### src/rtl/ahb_master_arb_pkg.sv
// Shared types and constants for the arbitrating AHB3-Lite master.
package ahb_master_arb_pkg;

  typedef enum logic [1:0] {
    IDLE   = 2'b00,
    BUSY   = 2'b01,
    NONSEQ = 2'b10,
    SEQ    = 2'b11
  } htrans_e;

  localparam logic [2:0] HBURST_SINGLE = 3'b000;
  localparam logic [3:0] HPROT_DEFAULT = 4'b0011;

  // Phase fields are sized for the widest supported bus; narrower buses zero-extend.
  localparam int PH_ADDR_W = 64;
  localparam int PH_DATA_W = 64;
  localparam int PH_ID_W   = 2;

  typedef struct packed {
    logic                 valid;
    logic                 cancelled;
    logic                 write;
    logic [2:0]           size;
    logic [PH_ADDR_W-1:0] addr;
    logic [PH_DATA_W-1:0] wdata;
    logic [PH_ID_W-1:0]   id;
  } phase_t;

endpackage

### src/rtl/ahb_rr_arbiter.sv
// Round-robin arbiter: one-hot grant plus index; the search start pointer moves only on an accepted grant.
module ahb_rr_arbiter #(
  parameter int NREQ = 2
) (
  input  logic                    clk,
  input  logic                    rst_n,
  input  logic [NREQ-1:0]         req,
  input  logic                    advance,
  output logic [NREQ-1:0]         grant,
  output logic [$clog2(NREQ)-1:0] grant_idx,
  output logic                    any
);

  localparam int IW = $clog2(NREQ);

  logic [IW-1:0] ptr;

  always_comb begin
    int idx;
    idx       = 0;
    grant     = '0;
    grant_idx = '0;
    any       = 1'b0;
    for (int off = 0; off < NREQ; off++) begin
      idx = int'(ptr) + off;
      if (idx >= NREQ) idx = idx - NREQ;
      if (!any && req[idx]) begin
        any        = 1'b1;
        grant[idx] = 1'b1;
        grant_idx  = IW'(idx);
      end
    end
  end

  always_ff @(posedge clk or negedge rst_n) begin
    if (!rst_n) begin
      ptr <= '0;
    end else if (advance && any) begin
      ptr <= (grant_idx == IW'(NREQ - 1)) ? '0 : grant_idx + 1'b1;
    end
  end

endmodule

### src/rtl/ahb_lite_master_arb.sv
// Round-robin arbitrating AHB3-Lite master issuing single transfers with pipelined address/data phases.
// Optional macro AHB_MASTER_ARB_TIMEOUT_EN adds a sticky wait-state watchdog output 'timeout'.
module ahb_lite_master_arb
  import ahb_master_arb_pkg::*;
#(
  parameter int HADDR_SIZE     = 32,
  parameter int HDATA_SIZE     = 32,
  parameter int NREQ           = 2,
  parameter int TIMEOUT_CYCLES = 64
) (
  input  logic                    HCLK,
  input  logic                    HRESETn,
  input  logic [NREQ-1:0]         req_valid,
  output logic [NREQ-1:0]         req_ready,
  input  logic [NREQ-1:0]         req_write,
  input  logic [NREQ*HADDR_SIZE-1:0] req_addr,
  input  logic [NREQ*HDATA_SIZE-1:0] req_wdata,
  input  logic [NREQ*3-1:0]       req_size,
  output logic                    rsp_valid,
  output logic [$clog2(NREQ)-1:0] rsp_id,
  output logic [HDATA_SIZE-1:0]   rsp_rdata,
  output logic                    rsp_err,
  output logic                    HSELx,
  output logic [HADDR_SIZE-1:0]   HADDR,
  output logic [HDATA_SIZE-1:0]   HWDATA,
  output logic                    HWRITE,
  output logic [2:0]              HSIZE,
  output logic [2:0]              HBURST,
  output logic [3:0]              HPROT,
  output logic [1:0]              HTRANS,
  output logic                    HREADY,
  input  logic                    HREADYOUT,
  input  logic                    HRESP,
  input  logic [HDATA_SIZE-1:0]   HRDATA
`ifdef AHB_MASTER_ARB_TIMEOUT_EN
  ,
  output logic                    timeout
`endif
);

  localparam int IW = $clog2(NREQ);

  phase_t          ap, dp, ap_next;
  logic            ap_issue, ap_free, any_req;
  logic [NREQ-1:0] grant;
  logic [IW-1:0]   grant_idx;
  logic            unused_bits;

  ahb_rr_arbiter #(.NREQ(NREQ)) u_arb (
    .clk       (HCLK),
    .rst_n     (HRESETn),
    .req       (req_valid),
    .advance   (ap_free),
    .grant     (grant),
    .grant_idx (grant_idx),
    .any       (any_req)
  );

  // A cancelled AP is held as the replay, so it is never free to reload.
  assign ap_issue  = ap.valid && !ap.cancelled;
  assign ap_free   = !ap.valid || (HREADYOUT && !ap.cancelled);
  assign req_ready = ap_free ? grant : '0;

  always_comb begin
    ap_next = ap;
    if (ap_free) begin
      ap_next = '0;
      if (any_req) begin
        ap_next.valid = 1'b1;
        ap_next.write = req_write[grant_idx];
        ap_next.size  = req_size[grant_idx*3 +: 3];
        ap_next.addr  = PH_ADDR_W'(req_addr[grant_idx*HADDR_SIZE +: HADDR_SIZE]);
        ap_next.wdata = PH_DATA_W'(req_wdata[grant_idx*HDATA_SIZE +: HDATA_SIZE]);
        ap_next.id    = PH_ID_W'(grant_idx);
      end
    end else if (HREADYOUT) begin
      ap_next.cancelled = 1'b0;
    end
    // First error cycle: whatever AP holds next cycle must go out as IDLE.
    if (ap_next.valid && HRESP && !HREADYOUT) ap_next.cancelled = 1'b1;
  end

  always_ff @(posedge HCLK or negedge HRESETn) begin
    if (!HRESETn) begin
      ap        <= '0;
      dp        <= '0;
      rsp_valid <= 1'b0;
      rsp_id    <= '0;
      rsp_rdata <= '0;
      rsp_err   <= 1'b0;
    end else begin
      ap <= ap_next;
      if (HREADYOUT) begin
        dp        <= ap_issue ? ap : '0;
        rsp_valid <= dp.valid;
        if (dp.valid) begin
          rsp_rdata <= HRDATA;
          rsp_err   <= HRESP;
          rsp_id    <= dp.id[IW-1:0];
        end
      end else begin
        rsp_valid <= 1'b0;
      end
    end
  end

  assign HSELx       = ap.valid;
  assign HADDR       = ap.addr[HADDR_SIZE-1:0];
  assign HWRITE      = ap.write;
  assign HSIZE       = ap.size;
  assign HTRANS      = ap_issue ? NONSEQ : IDLE;
  assign HWDATA      = dp.wdata[HDATA_SIZE-1:0];
  assign HBURST      = HBURST_SINGLE;
  assign HPROT       = HPROT_DEFAULT;
  assign HREADY      = HREADYOUT;
  assign unused_bits = ^{ap, dp};

`ifdef AHB_MASTER_ARB_TIMEOUT_EN
  localparam int TW = $clog2(TIMEOUT_CYCLES + 1);

  logic [TW-1:0] wait_cnt;

  always_ff @(posedge HCLK or negedge HRESETn) begin
    if (!HRESETn) begin
      wait_cnt <= '0;
      timeout  <= 1'b0;
    end else if (HREADYOUT) begin
      wait_cnt <= '0;
    end else if ((ap.valid || dp.valid) && wait_cnt != TW'(TIMEOUT_CYCLES)) begin
      wait_cnt <= wait_cnt + 1'b1;
      if (wait_cnt == TW'(TIMEOUT_CYCLES - 1)) timeout <= 1'b1;
    end
  end
`else
  localparam int unused_timeout_cycles = TIMEOUT_CYCLES;
`endif

endmodule

### config.mk
export PLATFORM = sky130hd
export DESIGN_NAME = ahb_lite_master_arb
export DESIGN_NICKNAME = d
export VERILOG_FILES = /design/src/rtl/ahb_master_arb_pkg.sv /design/src/rtl/ahb_rr_arbiter.sv /design/src/rtl/ahb_lite_master_arb.sv
export SDC_FILE = /design/constraint.sdc
export NUM_CORES = 1
export LEC_CHECK = 0
export ABC_AREA = 1
export ABC_CLOCK_PERIOD_IN_PS = 1450
export CORE_UTILIZATION = 44
export CTS_CLUSTER_DIAMETER = 120
export CTS_CLUSTER_SIZE = 25
export DETAILED_ROUTE_END_ITERATION = 8
export GPL_TIMING_DRIVEN = 1
export HOLD_SLACK_MARGIN = 0.12
export PLACE_DENSITY = 0.92
export RECOVER_POWER = 100
export SYNTH_ARGS = -nofsm -noshare
export SYNTH_HDL_FRONTEND = slang
export SYNTH_SLANG_ARGS = --single-unit
### constraint.sdc
create_clock -name HCLK -period 1.45 [get_ports HCLK]
set_clock_uncertainty 0.05 [all_clocks]
set_input_delay 0.145 -clock HCLK [delete_from_list [all_inputs] [get_ports HCLK]]
set_output_delay 0.145 -clock HCLK [all_outputs]
set_load 0.1 [all_outputs]
# Yosys cells after proc, flatten, opt, wreduce, memory -nomap -nowiden
# Index checks and enable logic that the tools add are counted.
[op_classes]
add_sub_neg = 4
n_mul = 1
n_lt_le_gt_ge = 7
shifts = 3
n_mux = 31
bitwise_logic = 1
reduce_logical = 15
[ops]
columns = ["operator", "n"]
rows = [
  ["$mux 136", 1],
  ["$mux 134", 1],
  ["$shiftx 64x7->32", 2],
  ["$ge 32x1->1 const B", 2],
  ["$lt 32x3->1 const B", 2],
  ["$mux 32", 2],
  ["$ge 32x3->1 const B", 1],
  ["$sub 32x3->32 const B", 1],
  ["$mux 1", 21],
  ["$logic_and 1x1->1", 8],
  ["$mux 2", 4],
  ["$shiftx 6x4->3", 1],
  ["$logic_not 1->1", 4],
  ["$mul 1x2->3 const B", 1],
  ["$reduce_bool 3->1", 1],
  ["$sub 1x2->3 const B", 1],
  ["$add 1x1->2 const B", 1],
  ["$demux 1 s1", 2],
  ["$ge 1x2->1 const B", 1],
  ["$lt 1x2->1 const B", 1],
  ["$or 2x2->2", 1],
  ["$reduce_and 2->1", 1],
  ["$add 1x1->1 const B", 1],
  ["$logic_or 1x1->1", 1],
]
[totals]
regBits = 206
input_bits = 174
out_inout_bits = 116
wordCells = 77

# Depth between registers and ports, before layout
[depth]
depth_word = 14
mapped_depth = 7
depth_no_buf = 6

# Cells and area by module
# From an unflattened synthesis, not the netlist that was laid out.
[hier_totals]
hier_cells = 919
hier_area_um2 = 6995.5
[modules_own_cells]
columns = ["mod", "n_inst", "cells_per_inst", "area_each_um2", "seq_area_each_um2"]
rows = [
  ["ahb_lite_master_arb", 1, 907, 6924.1, 3503.4],
  ["ahb_rr_arbiter", 1, 12, 71.3, 25.0],
]

# Worst setup path before layout
# No wires, ideal clock.
[synth_timing]
path_kind = "register to output"
from = "reg ap, in the netlist HSELx"
to = "out req_ready[1]"
arrival_ps = 2604
t_required_ps = 1255
slack_ps = -1349
stages_incl_launch_ff = 5
n_path_buf = 1
path_cell_list = "dfrtp_1 -> nand2_1 -> nand2_4 -> buf_2 -> nor2_1"
[synth_via]
elab_chain_cells = 3
[synth_lines]
columns = ["item", "line_no", "rtl"]
rows = [
  ["from (decl)", "ahb_lite_master_arb.sv:43", "phase_t ap, dp, ap_next;"],
  ["from (signal assigned)", "ahb_lite_master_arb.sv:92", "ap <= ap_next;"],
  ["$logic_not 1->1", "ahb_lite_master_arb.sv:61", "assign ap_free = !ap.valid || (HREADYOUT && !ap.cancelled);"],
  ["$logic_or 1x1->1", "ahb_lite_master_arb.sv:61", ""],
  ["$mux 2", "ahb_lite_master_arb.sv:62", "assign req_ready = ap_free ? grant : '0;"],
  ["to (decl)", "ahb_lite_master_arb.sv:14", "output logic [NREQ-1:0] req_ready,"],
]
# Every way passes these cells.

# Final worst setup path
[layout_timing]
from = "reg ap, in the netlist HSELx"
to = "out req_ready[0]"
# The elaborated chain is that of the path after synthesis.

==> metrics.md <==
| Metric | Value |
|---|---|
| RSZ-0062 raised after global routing | `true` |
| Final Max Tran Viols | `0` |
| Final total power | `19,050 µW` |
| Crit start category | `register` |
| Sw Ratio | `0.4249` |
| Req. time, crit path | `1.25 ns` |
| Synth area leaders | `dfrtp_1 49%, nand2_1 20%, buf_4 9.1%` |
| DPL Wire Length | `16,120 µm` |
| Clk buf depth | `2` |
| Die ar. | `16,820 µm²` |
| GRT Total Usage | `0.2731` |
| VDD IR-drop max | `0.0008693 V` |
| Largest net degree at the start of global routing | `43` |
| Worst skew pair latency | `0.42 ns` |
| Sequential share of the synthesized area | `0.4917` |
| Cell Area, Synth | `7176 µm²` |
| Residual DRC | `0` |
| Clk Tree Root Cell | `clkbuf_16` |
| Int Pwr | `10,950 µW` |
| N_diodes | `0` |
| Crit-path max FO | `4` |
| Minimum clock period | `1.750 ns` |
| Commonest non-fill, non-tap cell in the layout | `nand2_1` |
| FMAX | `571.6 MHz` |
| CTS tree | `done` |
| Outcome | `finished, violations left` |
| Distinct cells, synth | `19` |
| Starting Density | `0.4517` |
| First-pass GRT wire length | `34,510 µm` |
| Core Box Area | `15,890 µm²` |
| Area Overhead vs Synth | `67.79%` |
| Worst relative slew slack | `0.2937` |
| Vias/cell | `5.041` |
| Violated checks | `negative setup slack` |
| Site Rows | `46` |
| H-tree Lvls | `4` |
| Clk pwr share | `0.254` |
| Clock sinks | `141` |
| GR Overflow Total | `0` |
| Commonest non-fill, non-tap cells in the layout | `365 x nand2_1, 170 x clkdlybuf4s50_1, 140 x dfrtp_1` |
| Crit path DAT | `1.55 ns` |
| Crit Path Class | `register to output port` |
| Post-CTS Hold Buffers | `2` |
| Worst slew pin tran | `1.059 ns` |
| Share of layout cells above drive strength 1 | `0.1950` |
| Min-Delay Path Class | `input port to register` |
| Warnings from Yosys | `0` |
| Sequential Power Share | `0.282` |
| Final Cycle Share | `1.207` |
| Combinational Power Share | `0.463` |
| Antenna violations before repair | `0` |
| Area share of the largest cell type after synthesis | `0.4917` |
| Total CTS buffers | `17` |
| Detailed Route WL | `24,340 µm` |
| Synthesized area per cell | `7.920 µm²` |
| Endpoints failing hold | `0` |
| CTS clk-pin slew, worst paths | `0.06 ns` |
| Synthesis-stage register bit count | `141` |
| Number of global-route vias before repair | `6,890` |
| DR WL/cell | `17.83 µm` |
| PortBufs | `281` |
| Static Leak | `0.006033 µW` |
| Final setup vio count | `76` |
| Synth area leader | `dfrtp_1` |
| Via Count | `6,881` |
| Max_cap viols | `0` |
| Die W | `129.7 µm` |
| DR iter-0 viols | `421` |
| Final setup margin | `-0.2996 ns` |
| Die Ht | `129.7 µm` |
| Power density cells | `1582 nW/µm²` |
| Fill cell count | `1,012` |
| CP Capture Type | `output port` |
| DR pass1 iterations | `5` |
| GP Congestion | `0.8834` |
| Post-placement cell count | `1,310` |
| Final ANT Viol Nets | `0` |
| I/O pins | `290` |
| Final-stage net count | `1,310` |
| Mapped Cells | `906` |
| Switch Pwr | `8093 µW` |
| Final non-filler cell total | `1,365` |
layout make-up:
class | instances | area (µm²) | share of cell area
flip-flops and latches | 141 | 3532 | 0.2934
clock buffers | 19 | 442.9 | 0.03679
well taps | 216 | 270.3 | 0.02245
inverters | 76 | 289.0 | 0.02400
repair buffers | 334 | 4612 | 0.3830
multi-input cells | 566 | 2684 | 0.2229
clock inverters | 13 | 210.2 | 0.01746
worst max-delay path, stage by stage (launching register included):
cell and delay, ns:
dfrtp_4 0.51, nand2_4 0.12, nand2_8 0.07, nor2_4 0.12, nand2_4 0.07, clkinvlp_4 0.08
buf_12 0.17
logic make-up after synthesis:
family | count (synthesis) | synth area share
AND/OR/NAND/NOR | 552 | 0.3456
buffers and inverters | 205 | 0.1575
flip-flops | 141 | 0.4917
AO/OA/AOI/OAI | 6 | 0.004184
other | 2 | 0.001047
final timing paths:
path	start	endpoint	slack, ns	cells past startpoint
worst max register to register	HSELx	HSIZE[1]	-0.21	9
worst min register to register	ap[23]	ap[23]	0.43	2
worst max-delay path	HSELx	req_ready[0]	-0.30	6
worst min-delay path	HREADYOUT	HSELx	0.03	4
max in group asynchronous	HRESETn	HADDR[0]	0.17	3
min in group asynchronous	HRESETn	HWDATA[7]	0.41	2
what timing repair did:
item | in CTS | in global routing
setup endpoints to repair | 4 | 75
setup buffers | 2 | 9
cloned | 1 | 11
gates resized for setup | 0 | 32
pin swaps | 1 | 7
endpoints found under the hold margin | 143 | 1
per-stage QoR:
stage	cell area (µm²)	utilization	setup WS (ns)	setup TNS [ns]	hold WS [ns]
CTS	11660	0.7340	-0.3228	-3.368	0.1605
global route	12040	0.7580	-0.3517	-16.50	0.08139
floorplan	7257	-	-0.2437	-0.4759	-0.2006
finish	12040	0.7580	-0.2996	-10.51	0.03368
detailed placement	10940	0.6886	-0.1508	-4.730	0.03675
global placement	10940	0.6886	-0.09019	-1.233	0.03760
power by group through the flow:
stage / sequential, µW / clock, µW / combinational, µW
2_1_floorplan: 6440 / 0 / 4310
3_3_place_gp: 5370 / 0 / 8390
3_5_place_dp: 5420 / 0 / 8530
4_1_cts: 5370 / 4900 / 8610
5_1_grt: 5450 / 5090 / 9140
6_report: 5370 / 4850 / 8830
sequential cells by signal, indices dropped and copies added, names as in the netlist, 2 cells and up:
signal / flops
HSIZE: 3
ap: 34
HADDR: 32
dp: 2
HWDATA: 32
rsp_rdata: 32
per-layer routing:
metal / track usage / vias to the layer above / routed length [µm]
li1: - / 3163 / -
met1: 0.2905 / 3307 / 8693
met2: 0.4854 / 342 / 12490
met3: 0.08610 / 69 / 2154
met4: 0.1423 / 0 / 1002
met5: 0 / - / 0
synth_stat cells:
master,number
a21oi_1,1
buf_4,87
nor2_1,2
nor2_4,1
clkbuf_1,12
inv_2,1
nor2_2,1
buf_2,27
o21ai_0,4
buf_1,3
nand3b_1,68
dfrtp_1,141
nand2_2,3
inv_1,75
nand2_1,374
nand2_4,1
o21ai_1,1
nand3_1,102
conb_1,2
Note: power is estimated with default switching activity, not from simulation.
